--- config.mk ---
export PLATFORM = sky130hd
export DESIGN_NAME = dro_pulse_monitor
export DESIGN_NICKNAME = d
export VERILOG_FILES = /design/src/rtl/dro_mon_pkg.sv /design/src/rtl/dro_mon_err_cnt.sv /design/src/rtl/dro_pulse_monitor.sv
export SDC_FILE = /design/constraint.sdc
export NUM_CORES = 1
export LEC_CHECK = 0
export ABC_CLOCK_PERIOD_IN_PS = 2150
export CORE_ASPECT_RATIO = 1.5
export CORE_MARGIN = 1
export CORE_UTILIZATION = 35
export CTS_BUF_LIST = sky130_fd_sc_hd__clkbuf_8
export CTS_CLUSTER_SIZE = 40
export DETAILED_ROUTE_END_ITERATION = 10
export HOLD_SLACK_MARGIN = 0.08
export SETUP_SLACK_MARGIN = 0.4
export SLEW_MARGIN = 5
export SYNTH_ARGS = -nofsm -noshare
export SYNTH_HDL_FRONTEND = slang
export SYNTH_SLANG_ARGS = --single-unit
--- constraint.sdc ---
create_clock -name clk -period 2.15 [get_ports clk]
set_input_delay 0.3225 -clock clk [delete_from_list [all_inputs] [get_ports clk]]
set_output_delay 0.3225 -clock clk [all_outputs]
set_load 0.05 [all_outputs]
--- src/rtl/dro_mon_pkg.sv ---
// Shared types and constants for the DRO pulse monitor.
// Holds the state encoding, the error-code map and the related widths.
// No logic lives here.
package dro_mon_pkg;

  localparam int STATE_W = 2;
  localparam int CODE_W  = 3;

  typedef enum logic [STATE_W-1:0] {
    S_IDLE    = 2'd0,
    S_STORED  = 2'd1,
    S_READOUT = 2'd2
  } state_t;

  localparam logic [CODE_W-1:0] ERR_NONE       = 3'd0;
  localparam logic [CODE_W-1:0] ERR_SPURIOUS   = 3'd1;
  localparam logic [CODE_W-1:0] ERR_SETUP      = 3'd2;
  localparam logic [CODE_W-1:0] ERR_DOUBLE_SET = 3'd3;
  localparam logic [CODE_W-1:0] ERR_EARLY      = 3'd4;
  localparam logic [CODE_W-1:0] ERR_MISSING    = 3'd5;
  localparam logic [CODE_W-1:0] ERR_BUSY       = 3'd6;
  // Simultaneous set/reset shares the busy code.
  localparam logic [CODE_W-1:0] ERR_SIMUL      = 3'd6;
  localparam logic [CODE_W-1:0] ERR_HOLD       = 3'd7;

endpackage

--- src/rtl/dro_mon_err_cnt.sv ---
// Error reporting: priority-encodes the per-cycle violation flags into one code.
// Latency: strobe, code and saturating count are registered, one cycle after the flags.
// No backpressure: every flagged cycle produces a strobe.
module dro_mon_err_cnt
  import dro_mon_pkg::*;
#(
  parameter int CNT_W = 8
) (
  input  logic              i_clk,
  input  logic              i_rst,
  input  logic              i_simul,
  input  logic              i_busy,
  input  logic              i_early,
  input  logic              i_spurious,
  input  logic              i_setup,
  input  logic              i_hold,
  input  logic              i_double_set,
  input  logic              i_missing,
  output logic              o_err_valid,
  output logic [CODE_W-1:0] o_err_code,
  output logic [CNT_W-1:0]  o_err_cnt
);

  logic [CODE_W-1:0] w_code;
  logic              r_err_valid;
  logic [CODE_W-1:0] r_err_code;
  logic [CNT_W-1:0]  r_err_cnt;

  // Pick the single highest-priority violation of this cycle.
  always_comb begin
    w_code = ERR_NONE;
    if (i_simul)           w_code = ERR_SIMUL;
    else if (i_busy)       w_code = ERR_BUSY;
    else if (i_early)      w_code = ERR_EARLY;
    else if (i_spurious)   w_code = ERR_SPURIOUS;
    else if (i_setup)      w_code = ERR_SETUP;
    else if (i_hold)       w_code = ERR_HOLD;
    else if (i_double_set) w_code = ERR_DOUBLE_SET;
    else if (i_missing)    w_code = ERR_MISSING;
  end

  // Register the strobe/code and bump the count on the same edge, holding at all-ones.
  always_ff @(posedge i_clk) begin
    if (i_rst) begin
      r_err_valid <= 1'b0;
      r_err_code  <= ERR_NONE;
      r_err_cnt   <= '0;
    end else begin
      r_err_valid <= (w_code != ERR_NONE);
      r_err_code  <= w_code;
      if ((w_code != ERR_NONE) && (r_err_cnt != {CNT_W{1'b1}})) begin
        r_err_cnt <= r_err_cnt + 1'b1;
      end
    end
  end

  assign o_err_valid = r_err_valid;
  assign o_err_code  = r_err_code;
  assign o_err_cnt   = r_err_cnt;

endmodule

--- src/rtl/dro_pulse_monitor.sv ---
// Reference model and protocol/timing checker for a DRO cell's set/reset/out pulses.
// Latency: all outputs registered; errors appear one cycle after the offending sample.
// No backpressure; optional hold check built when DRO_MON_HOLD_CHECK_EN is defined.
module dro_pulse_monitor
  import dro_mon_pkg::*;
#(
  parameter int DLY_MIN   = 2,
  parameter int DLY_MAX   = 8,
  parameter int SETUP_CYC = 3,
  parameter int HOLD_CYC  = 2,
  parameter int CNT_W     = 8
) (
  input  logic               clk,
  input  logic               rst,
  input  logic               set_i,
  input  logic               reset_i,
  input  logic               out_i,
  output logic [STATE_W-1:0] state_o,
  output logic               err_valid_o,
  output logic [CODE_W-1:0]  err_code_o,
  output logic [CNT_W-1:0]   err_cnt_o,
  output logic [CNT_W-1:0]   pulse_cnt_o
);

  localparam int AGE_W  = $clog2(SETUP_CYC + 1);
  localparam int WAIT_W = $clog2(DLY_MAX + 1);
  localparam logic [AGE_W-1:0]  SETUP_L   = AGE_W'(SETUP_CYC);
  localparam logic [WAIT_W-1:0] DLY_MIN_L = WAIT_W'(DLY_MIN);
  localparam logic [WAIT_W-1:0] DLY_MAX_L = WAIT_W'(DLY_MAX);

  state_t            r_state;
  logic [AGE_W-1:0]  r_age;
  logic [WAIT_W-1:0] r_wait;
  logic [CNT_W-1:0]  r_pulse_cnt;

  logic w_idle, w_stored, w_readout, w_set_acc;
  logic w_simul, w_busy, w_early, w_spurious, w_setup, w_double_set, w_missing, w_hold;

  assign w_idle       = (r_state == S_IDLE);
  assign w_stored     = (r_state == S_STORED);
  assign w_readout    = (r_state == S_READOUT);
  // A set outside READOUT is always taken, even alongside a reset.
  assign w_set_acc    = set_i & ~w_readout;

  assign w_simul      = set_i & reset_i & ~w_readout;
  assign w_busy       = w_readout & (set_i | reset_i);
  assign w_early      = w_readout & out_i & (r_wait < DLY_MIN_L);
  assign w_spurious   = out_i & ~w_readout;
  assign w_setup      = w_stored & reset_i & ~set_i & (r_age < SETUP_L);
  assign w_double_set = w_stored & set_i;
  assign w_missing    = w_readout & ~out_i & (r_wait >= DLY_MAX_L);

`ifdef DRO_MON_HOLD_CHECK_EN
  localparam int HOLD_W = $clog2(HOLD_CYC + 1);
  localparam logic [HOLD_W-1:0] HOLD_L = HOLD_W'(HOLD_CYC);
  logic [HOLD_W-1:0] r_hold;

  assign w_hold = w_set_acc & (r_hold < HOLD_L);

  // Cycles since the last reset pulse; starts saturated so no reset is pending after rst.
  always_ff @(posedge clk) begin
    if (rst) begin
      r_hold <= HOLD_L;
    end else if (reset_i) begin
      r_hold <= HOLD_W'(1);
    end else if (r_hold != HOLD_L) begin
      r_hold <= r_hold + 1'b1;
    end
  end
`else
  assign w_hold = 1'b0;
`endif

  // Stored-state model with its setup (age) and readout-window (wait) timers.
  // Both timers count cycles elapsed since their event sample, so the event edge loads 1.
  always_ff @(posedge clk) begin
    if (rst) begin
      r_state     <= S_IDLE;
      r_age       <= '0;
      r_wait      <= '0;
      r_pulse_cnt <= '0;
    end else begin
      if (r_age != SETUP_L) begin
        r_age <= r_age + 1'b1;
      end
      case (r_state)
        S_IDLE, S_STORED: begin
          if (set_i) begin
            r_state <= S_STORED;
            r_age   <= AGE_W'(1);
          end else if (reset_i && w_stored) begin
            r_state <= S_READOUT;
            r_wait  <= WAIT_W'(1);
          end
        end
        S_READOUT: begin
          if (out_i) begin
            r_state <= S_IDLE;
            if (!w_early) begin
              r_pulse_cnt <= r_pulse_cnt + 1'b1;
            end
          end else if (r_wait >= DLY_MAX_L) begin
            r_state <= S_IDLE;
          end else begin
            r_wait <= r_wait + 1'b1;
          end
        end
        default: r_state <= S_IDLE;
      endcase
    end
  end

  dro_mon_err_cnt #(
    .CNT_W (CNT_W)
  ) u_err_cnt (
    .i_clk        (clk),
    .i_rst        (rst),
    .i_simul      (w_simul),
    .i_busy       (w_busy),
    .i_early      (w_early),
    .i_spurious   (w_spurious),
    .i_setup      (w_setup),
    .i_hold       (w_hold),
    .i_double_set (w_double_set),
    .i_missing    (w_missing),
    .o_err_valid  (err_valid_o),
    .o_err_code   (err_code_o),
    .o_err_cnt    (err_cnt_o)
  );

  assign state_o     = r_state;
  assign pulse_cnt_o = r_pulse_cnt;

endmodule

==> metrics.csv <==
stage,metric,value,unit
yosys,synth-seq-area-share,0.449,
yosys,yosys_warnings,0,
clock_tree,cts_root_buffer,clkbuf_8,
pwr,p_comb_frac,0.177,
sta,fmax,590,MHz
yosys,synth-seq-cells,28,
global_route,grt_busiest_layer,met2,
global_route,grt_max_degree,16,
final_layout,final_core_util,0.508,
sta,finalSetupTns,0,ps
sta,timing.final.max_slew_violations,0,
pwr,vdd_drop_max,0.316,mV
sta,worstMarginPinSlew,514,ps
clock_tree,clk_pin_slew,90,ps
global_route,met3_usage,0.0202,
setup_path,cp.arrival,1370,ps
sta,setup-violations-final,0,
clock_tree,clk_path_buf_depth,2,
setup_path,regToRegStartpoint,state_o[0]$_SDFFE_PP0P_,
routing,route.vias.total,1072,
clock_tree,clk_latency,270,ps
pwr,pwr_density_cell,586,mW/mm^2
setup_path,r2r_slack,480,ps
yosys,synth_area_per_cell,9.25,sq um
die,io_pins,27,
routing,routedWlPerCell,11.6,microns
setup_path,critPathSlowestCell,clkdlybuf4s50_1,
routing,firstDrtPassIters,4,
clock_tree,cts_tree,yes,
die,core-area,0.00342,sq mm
die,floorplan.initialDensity,0.366,
routing,ant_nets,0,
routing,drc,0,
routing,drt-initial-drc-count,19,
global_route,grt_pass1_vias,1027,
global_route,grt_overflow,0,
worst_hold_path,hp-start,state_o[1]$_SDFFE_PP0P_,
pwr,clkPwrFrac,0.278,
global_route,grt_use_met2,0.268,
setup_path,critical_path_class,flop to primary output,
setup_path,critPathMaxFanout,1,
clock_tree,cts.sink_count,28,
yosys,synthArstFlopShare,0,
sta,maxSlewHeadroom,0.657,
worst_hold_path,hold_path_end,state_o[0]$_SDFFE_PP0P_,
pwr,pwr-share-seq,0.544,
setup_path,cp-end-kind,primary output,
die,die_w,50.8,microns
worst_hold_path,min_path_type,flop to flop,
global_route,antenna_found_initial,0,
sta,rsz0062_at_grt,true,
setup_path,timing.critical_path.cells,clkdlybuf4s50_1,
pwr,p_leak,0.847,nW
setup_path,rr_worst_depth,6,
yosys,synth_area_leaders,"dfxtp_1 (45%), nor2_1 (7.2%), xor2_1 (4.2%)",
setup_path,cp_num_buf_inv,1,
die,die-height,75.2,microns
sta,timing.final.crit_share,0.788,
die,rows,26,
sta,skew,1.60,ps
worst_hold_path,min_path_cells,1,
yosys,ys_types,39,
yosys,synthFlopType,dfxtp_1,
yosys,syn_nets,143,
yosys,synth_area_leader_cell,dfxtp_1,
yosys,syn-instance-count,135,
sta,hold_violations,0,
final_layout,num-nets-final,185,
global_route,grt_pass1_wl,4400,microns
place,gp_congestion,0.725,
pwr,switching_share,0.275,
final_layout,nFillCells,337,
pwr,internal_power,0.738,mW
setup_path,crit_required,1830,ps
yosys,synth_edf_count,0,
place,portBuffers,26,
clock_tree,holdBufCountCts,0,
global_route,use_met1,0.181,
yosys,synth_top_area_share,0.449,
pwr,power.switching,0.280,mW
yosys,syn_area,0.00125,sq mm
sta,finalWorstPathRequiredPeriod,1690,ps
final_layout,n_antenna_cell,0,
run_status,status,"finished, final reports clean",
setup_path,worstReg2RegEnd,u_err_cnt.o_err_cnt[5]$_SDFFE_PP0P_,
clock_tree,numCtsBuffers,3,
flow_run,drv_cap,0,
setup_path,path_delay_family,buffers and inverters,
clock_tree,htreeDepth,1,
die,die_area,0.00382,sq mm
final_layout,synthToLayoutAreaGrowth,39.1,%
setup_path,critPathLaunchType,flop,
routing,vias_per_cell,4.92,
routing,wirelength,2530,microns
global_route,grt_usage,0.150,
final_layout,drive_above_1_share,0.216,
place,hpwl,1880,microns
setup_path,max_stage_delay,790,ps
[cell usage after synthesis (2+ instances only)]
master    instances
dfxtp_1          28
nor2_1           24
a21oi_1           7
nor3_1            6
xor2_1            6
nand2_1           5
nand4_1           5
nor2b_1           5
nand3_1           4
ha_1              3
inv_1             3
xnor2_1           3
a21bo_2           2
and3_1            2
and4b_1           2
buf_1             2
mux2_1            2
mux2i_1           2
nand2b_1          2
nand3b_1          2
nor3b_1           2
[repair_timing]
action	in CTS	in global routing
setup buffers	0	5
endpoints found under the setup margin	23	10
gates resized for setup	23	11
pin swaps	2	6
[stage by stage]
step / cells / total power [mW] / area (sq um) / hold slack [ps] / setup slack (ps)
after global routing: 218 / 1.07 / 1740 / 513 / 395
final: 218 / 1.02 / 1740 / 487 / 456
after global placement: 209 / 0.742 / 1640 / 460 / 77.2
after CTS: 213 / 1.02 / 1670 / 493 / 400
after floorplan: 135 / 0.679 / 1270 / 448 / 397
after detailed placement: 209 / 0.746 / 1640 / 481 / 37.3
[cells in the final DEF (no fill, tap or decap), types with 2 or more instances in the layout]
| master | netlist | routed |
|---|---|---|
| a21bo_2 | 2 | 2 |
| a21oi_1 | 7 | 6 |
| and3_1 | 2 | 2 |
| buf_4 | 0 | 12 |
| clkbuf_8 | 0 | 3 |
| clkdlybuf4s50_1 | 0 | 2 |
| dfxtp_1 | 28 | 20 |
| dfxtp_2 | 0 | 6 |
| dfxtp_4 | 0 | 2 |
| dlygate4sd2_1 | 0 | 19 |
| dlymetal6s2s_1 | 0 | 6 |
| ha_1 | 3 | 3 |
| inv_1 | 3 | 3 |
| mux2i_1 | 2 | 2 |
| nand2_1 | 5 | 5 |
| nand2b_1 | 2 | 2 |
| nand3_1 | 4 | 4 |
| nand3b_1 | 2 | 2 |
| nand4_1 | 5 | 5 |
| nor2_1 | 24 | 24 |
| nor2b_1 | 5 | 5 |
| nor3_1 | 6 | 5 |
| nor3b_1 | 2 | 2 |
| xnor2_1 | 3 | 3 |
| xor2_1 | 6 | 6 |
[power by group through the flow]
stage / Combinational (mW) / Sequential (mW) / Clock (mW)
after floorplan: 0.0624 / 0.616 / 0
after global placement: 0.177 / 0.566 / 0
after detailed placement: 0.178 / 0.568 / 0
after CTS: 0.172 / 0.556 / 0.295
after global routing: 0.198 / 0.557 / 0.317
final: 0.180 / 0.554 / 0.283
[registers in the layout, indices dropped and copies added, names as in the netlist]
name                   flops
r_wait                     4
u_err_cnt.o_err_cnt        8
u_err_cnt.o_err_code       3
r_age                      2
state_o                    2
u_err_cnt.o_err_valid      1
pulse_cnt_o                8
[metal layers]
metal / routed length, microns / share of wire
met3: 86 / 0.034
met2: 1260 / 0.50
met1: 1160 / 0.46
met5: 0 / 0
met4: 17 / 0.0067
[worst max-delay path by stage]
stage                                   startpoint                                   to  slack, ps  cells after the start
5_1_grt                    state_o[0]$_SDFFE_PP0P_  u_err_cnt.o_err_cnt[5]$_SDFFE_PP0P_        390                      6
3_5_place_dp                                 out_i  u_err_cnt.o_err_cnt[5]$_SDFFE_PP0P_         40                      7
6_report          u_err_cnt.o_err_valid$_SDFF_PP0_                          err_valid_o        460                      1
2_1_floorplan              state_o[1]$_SDFFE_PP0P_  u_err_cnt.o_err_cnt[4]$_SDFFE_PP0P_        400                      6
3_3_place_gp                                 out_i  u_err_cnt.o_err_cnt[2]$_SDFFE_PP0P_         80                      8
4_1_cts        u_err_cnt.o_err_cnt[5]$_SDFFE_PP0P_                         err_cnt_o[5]        400                      1
[cell families after synthesis]
group,Yosys count,synth area share
buffers and inverters,6,0.0180
XOR/XNOR,9,0.0631
AO/OA/AOI/OAI,17,0.0972
adder cells (fa/ha/maj),3,0.0301
flip-flops,28,0.449
AND/OR/NAND/NOR,67,0.300
multiplexers,5,0.0431
[area by class of cell]
type | count | area (sq um) | share of cell area
tap | 42 | 52.6 | 0.0303
multi-input combinational | 101 | 689 | 0.397
timing repair buffer | 40 | 363 | 0.209
clock inverter | 1 | 3.75 | 0.00216
inverter | 3 | 11.3 | 0.00648
clock buffer | 3 | 41.3 | 0.0238
sequential | 28 | 576 | 0.331
No activity file was read; power rests on OpenSTA's default activity.
==> variant 1 (same flow settings) <==
`CNT_W` is set to 8 in 2 places; all go to 12.
--- a/src/rtl/dro_mon_err_cnt.sv
+++ b/src/rtl/dro_mon_err_cnt.sv
@@ -6,3 +6,3 @@
 #(
-  parameter int CNT_W = 8
+  parameter int CNT_W = 12
 ) (
--- a/src/rtl/dro_pulse_monitor.sv
+++ b/src/rtl/dro_pulse_monitor.sv
@@ -10,3 +10,3 @@
   parameter int HOLD_CYC  = 2,
-  parameter int CNT_W     = 8
+  parameter int CNT_W     = 12
 ) (
Interface: changed (resized err_cnt_o and pulse_cnt_o); port bits go from 27 to 35. No check against the original RTL was run, so the function may have changed too.
==> variant 1 against the original RTL <==
Critical path type is now flip-flop to flip-flop; the run now ends with design-rule violations left; sequential cell count rose by 8; setup slack got worse by 0.050 ns; wire length rose by 52%; sequential share of layout area fell by 2.5 points; power rose by 47%; highest routed layer unchanged; final area rose by 39%; area after synthesis rose by 30%.
==> variant 1: results (changes against the original RTL) <==
Worst setup path
  • Slowest cell on the critical path: dfxtp_4
  • Cells on worst reg2reg path: 7 (+1)
  • Crit path largest cell delay: 0.37 ns (-0.42 ns)
  • Worst r2r src: state_o[1]
  • R2R Setup Slk: 0.41 ns (-0.07 ns)
  • CP max FO: 7 (+6)
  • R2r endpoint: u_err_cnt.o_err_cnt[7]
  • Data arrival time of the critical path: 1.98 ns (+0.61 ns)
  • CP delay by family, top: simple AND/OR/NAND/NOR gates

Clock network
  • H-Tree Depth: 2 (+1)
  • Clock latency at the later pin of the worst-skew pair: 0.29 ns (+0.02 ns)
  • Number of buffers created by CTS: 5 (+2)

Routing
  • Via count: 1609 (+50%)
  • DR iter-0 viols: 71 (+52)
  • Vias per cell: 5.44 (+11%)
  • Drt pass-1 iters: 7 (+3)
  • Drt wl/cell: 13.0 um (+12%)
  • Number of remaining DRC errors: 2 (+2)

Global route
  • Number of global-route vias before repair: 1418 (+38%)
  • Pin count of the biggest net entering global routing: 14 (-2)
  • First-pass GRT wire length: 6240 um (+42%)
  • Gr usage total: 16.2% (+1.2 points)

Min path
  • WHS Endpoint: r_age[0]

Status
  • Failing checks: design-rule violations
  • Status: finished with violations

Timing
  • Worst slew margin: 66.8% (+1.2 points)
  • Hold Worst Slack: 0.493 ns (+0.00508 ns)
  • Skew final: 0.0102 ns (+0.00859 ns)

Place
  • Placed cells: 274 (+31%)
  • Post-place setup slack: -0.0170 ns (-0.0543 ns)
  • Post-DP Area: 0.00214 mm^2 (+31%)
  • # port buffers: 34 (+31%)
  • HPWL after DPL: 2500 um (+33%)
  • RePlAce Congestion: 0.771 (+6.3%)

Cells and area
  • Share of cells above drive strength 1: 26.2% (+4.6 points)
  • # nets final: 255 (+38%)

Yosys
  • Post-Syn Nets: 191 (+34%)
  • Largest cells by area after synthesis: dfxtp_1 44%, nor2_1 4.8%, a21oi_1 4.3%
  • Seq/Total Area, Yosys: 44.3% (-0.58 points)
  • Syn Inst Count: 183 (+36%)

Pwr
  • Max rail drop VDD: 0.323 mV (+2.1%)
  • LEAKAGE: 1.05 nW (+24%)
[variant 1: cell count changes in the layout (fill, tap and decap cells not counted), moves of 5 or more]
cell and delta:
buf_4 +11, dlygate4sd2_1 +10, dfxtp_1 +8, o21ai_0 +7, nand2_1 +6, a21oi_1 +5, dlymetal6s2s_1 -5, nor2b_1 -5
xnor2_1 +5
[variant 1: worst max path at each step]
stage	slack (ns)	end	startpoint	depth (start not counted)
after floorplan	0.39	u_err_cnt.o_err_cnt[10]	state_o[1]	5
after CTS	0.41	u_err_cnt.o_err_cnt[2]	state_o[1]	7
after global placement	0.02	u_err_cnt.o_err_cnt[10]	out_i	6
final	0.41	u_err_cnt.o_err_cnt[7]	state_o[1]	7
after detailed placement	-0.02	u_err_cnt.o_err_cnt[10]	out_i	6
after global routing	0.36	u_err_cnt.o_err_cnt[0]	state_o[1]	7
[variant 1: kinds of logic (layout without fill, tap and decap cells)]
family          Yosys count  in the layout  share of synthesized area, %
buf+inv                  11             75                          3.08
xor+xnor                 12             12                          6.46
compound gates           38             38                          14.2
fa+ha+maj                 4              4                          3.00
mux                       1              1                         0.615
simple gates             81             82                          28.4
flops                    36             36                          44.3
[variant 1: power breakdown]
part | leakage, nW | internal, mW | switching, mW
clock network | 0.0585 | 0.344 | 0.250
registers | 0.297 | 0.683 | 0.0168
logic | 0.697 | 0.0905 | 0.111
total | 1.05 | 1.12 | 0.378
[variant 1: final cells by class]
cell class / count / area [um^2]
inverters: 6 / 22.5
flip-flops and latches: 36 / 741
well taps: 48 / 60.1
repair buffers: 61 / 547
clock inverters: 3 / 41.3
fillers: 455 / 2090
clock buffers: 5 / 68.8
multi-input cells: 137 / 935
[variant 1: worst register-to-register path, delay by kind of cell (launching register included)]
| family | cells | cell delay, ns |
|---|---|---|
| flip-flops | 1 | 0.37 |
| AND/OR/NAND/NOR | 3 | 0.73 |
| buffers and inverters | 2 | 0.25 |
| AO/OA/AOI/OAI | 2 | 0.32 |
[variant 1: metal layers]
| metal | up-vias | global-route usage [%] | part of all wire [%] |
|---|---|---|---|
| met5 | - | 0 | 0 |
| met4 | 0 | 7.79 | 2.7 |
| met3 | 9 | 4.07 | 4.1 |
| met2 | 40 | 27.8 | 51 |
| met1 | 768 | 18.5 | 43 |
| li1 | 792 | - | - |
[variant 1: timing repair]
action | 4_1_cts | 5_1_grt
pin swaps | 8 | 18
cloned | 1 | 1
hold buffers | 0 | 0
setup endpoints to repair | 35 | 10
buffers inserted | 5 | 7
resized for setup | 34 | 18
==> variant 2 (config.mk and constraints unchanged) <==
Made on the original files. Add an input register stage for `out_i`, without a reset; this delays it by one clock. The other inputs are not delayed to match.
--- a/src/rtl/dro_pulse_monitor.sv
+++ b/src/rtl/dro_pulse_monitor.sv
@@ -30,2 +30,8 @@
 
+  logic out_q;
+
+  always_ff @(posedge clk) begin
+    out_q <= out_i;
+  end
+
   state_t            r_state;
@@ -46,7 +52,7 @@
   assign w_busy       = w_readout & (set_i | reset_i);
-  assign w_early      = w_readout & out_i & (r_wait < DLY_MIN_L);
-  assign w_spurious   = out_i & ~w_readout;
+  assign w_early      = w_readout & out_q & (r_wait < DLY_MIN_L);
+  assign w_spurious   = out_q & ~w_readout;
   assign w_setup      = w_stored & reset_i & ~set_i & (r_age < SETUP_L);
   assign w_double_set = w_stored & set_i;
-  assign w_missing    = w_readout & ~out_i & (r_wait >= DLY_MAX_L);
+  assign w_missing    = w_readout & ~out_q & (r_wait >= DLY_MAX_L);
 
@@ -96,3 +102,3 @@
         S_READOUT: begin
-          if (out_i) begin
+          if (out_q) begin
             r_state <= S_IDLE;
Function: changed (a bounded check fails within 4 cycles, from zero or initial values and one cycle with rst high).
==> variant 2 against the original RTL <==
Wire length increased by 8.5%; area after synthesis increased by 1.6%; largest power group unchanged; critical path type unchanged; sequential cell count increased by 1; die area increased by 1.5%; critical endpoint is now err_code_o[1]; largest cell class unchanged; final area increased by 1.8%; critical path depth unchanged; combinational power decreased by 5%; power increased by 22%; setup slack got worse by 0.016 ns; non-clock buffer count decreased by 3.
==> variant 2: results (changes against the original RTL) <==
Global route
  • Pin count of the biggest net entering global routing: 14 (-2)
  • Gr usage total: 15.5% (+0.53 points)
  • First-pass GRT wire length: 4360 um (-0.95%)
  • Number of global-route vias before repair: 998 (-2.8%)

Clock network
  • H-Tree Depth: 2 (+1)
  • Number of buffers created by CTS: 5 (+2)
  • Clock latency at the later pin of the worst-skew pair: 0.29 ns (+0.02 ns)
  • Clock-pin slew on the worst setup and hold paths: 0.06 ns (-0.03 ns)

Routing
  • WL final: 2740 um (+8.5%)
  • Vias per cell: 4.96 (+0.85%)
  • DR iter-0 viols: 15 (-4)

Status
  • Status: complete, no violations

Cells and area
  • Share of cells above drive strength 1: 23.0% (+1.4 points)
  • Final Non-Filler Cells: 220 (+0.92%)
  • Fillers: 366 (+8.6%)

Timing
  • Slew @ Worst Pin: 0.512 ns (-0.00239 ns)
  • Skew final: 0.00926 ns (+0.00766 ns)
  • Final worst path period share: 79.5% (+0.76 points)

Worst setup path
  • Slowest cell on the critical path: clkdlybuf4s50_1
  • Cells on worst reg2reg path: 7 (+1)
  • Data arrival time of the critical path: 1.39 ns (+0.02 ns)
  • Crit path capture: err_code_o[1]
  • R2r endpoint: u_err_cnt.o_err_cnt[2]

Yosys
  • Seq/Total Area, Yosys: 45.8% (+0.87 points)
  • Top post-synthesis cells by count: 29 x dfxtp_1, 24 x nor2_1, 7 x a21oi_1
  • Syn Inst Count: 136 (+0.74%)
  • Largest cells by area after synthesis: dfxtp_1 46%, nor2_1 7.1%, xor2_1 4.1%

Pwr
  • LEAKAGE: 0.801 nW (-5.4%)
  • Switching share of power: 26.5% (-0.98 points)

Place
  • HPWL after DPL: 1910 um (+1.2%)
  • Placed cells: 206 (-1.4%)
  • RePlAce Congestion: 0.759 (+4.7%)

Min path
  • HP Class: input pin to flip-flop
[variant 2: cell families after synthesis]
kind of cell	share of synthesized area (%)
mux	4.24
compound gates	9.57
simple gates	29.5
xor+xnor	6.21
flops	45.8
fa+ha+maj	2.96
buf+inv	1.78
[variant 2: worst min path at each step]
| stage | start | to | slack (ns) | depth (start not counted) |
|---|---|---|---|---|
| finish | out_i | out_q | 0.47 | 1 |
| global route | out_i | out_q | 0.46 | 1 |
| CTS | out_i | out_q | 0.48 | 1 |
| detailed placement | state_o[1] | state_o[0] | 0.47 | 1 |
| global placement | r_age[1] | r_age[0] | 0.46 | 2 |
| floorplan | out_i | out_q | 0.35 | 0 |
[variant 2: timing repair]
action | 4_1_cts | 5_1_grt
setup endpoints to repair | 25 | 8
resized for setup | 24 | 8
pin swaps | 0 | 7
buffers inserted | 0 | 6
[variant 2: area by class of cell]
type / instances / area share [%]
Multi-Input combinational cell: 101 / 38.8
Sequential cell: 29 / 33.9
Timing Repair Buffer: 37 / 18.0
Clock buffer: 7 / 5.45
Tap cell: 42 / 2.97
Inverter: 3 / 0.637
Clock inverter: 1 / 0.283
[variant 2: power by group through the flow]
stage	combinational, mW	clock [mW]	sequential, mW
4_1_cts	0.165	0.507	0.575
3_5_place_dp	0.170	0	0.587
5_1_grt	0.185	0.534	0.576
6_report	0.171	0.495	0.573
3_3_place_gp	0.168	0	0.587
2_1_floorplan	0.0619	0	0.637
[variant 2: metal layers]
layer	GRT usage (%)	wire, um	part of all wire (%)
met1	16.0	1130	41
met2	26.9	1430	52
met3	4.79	111	4.0
met4	10.2	71	2.6
met5	0	0	0
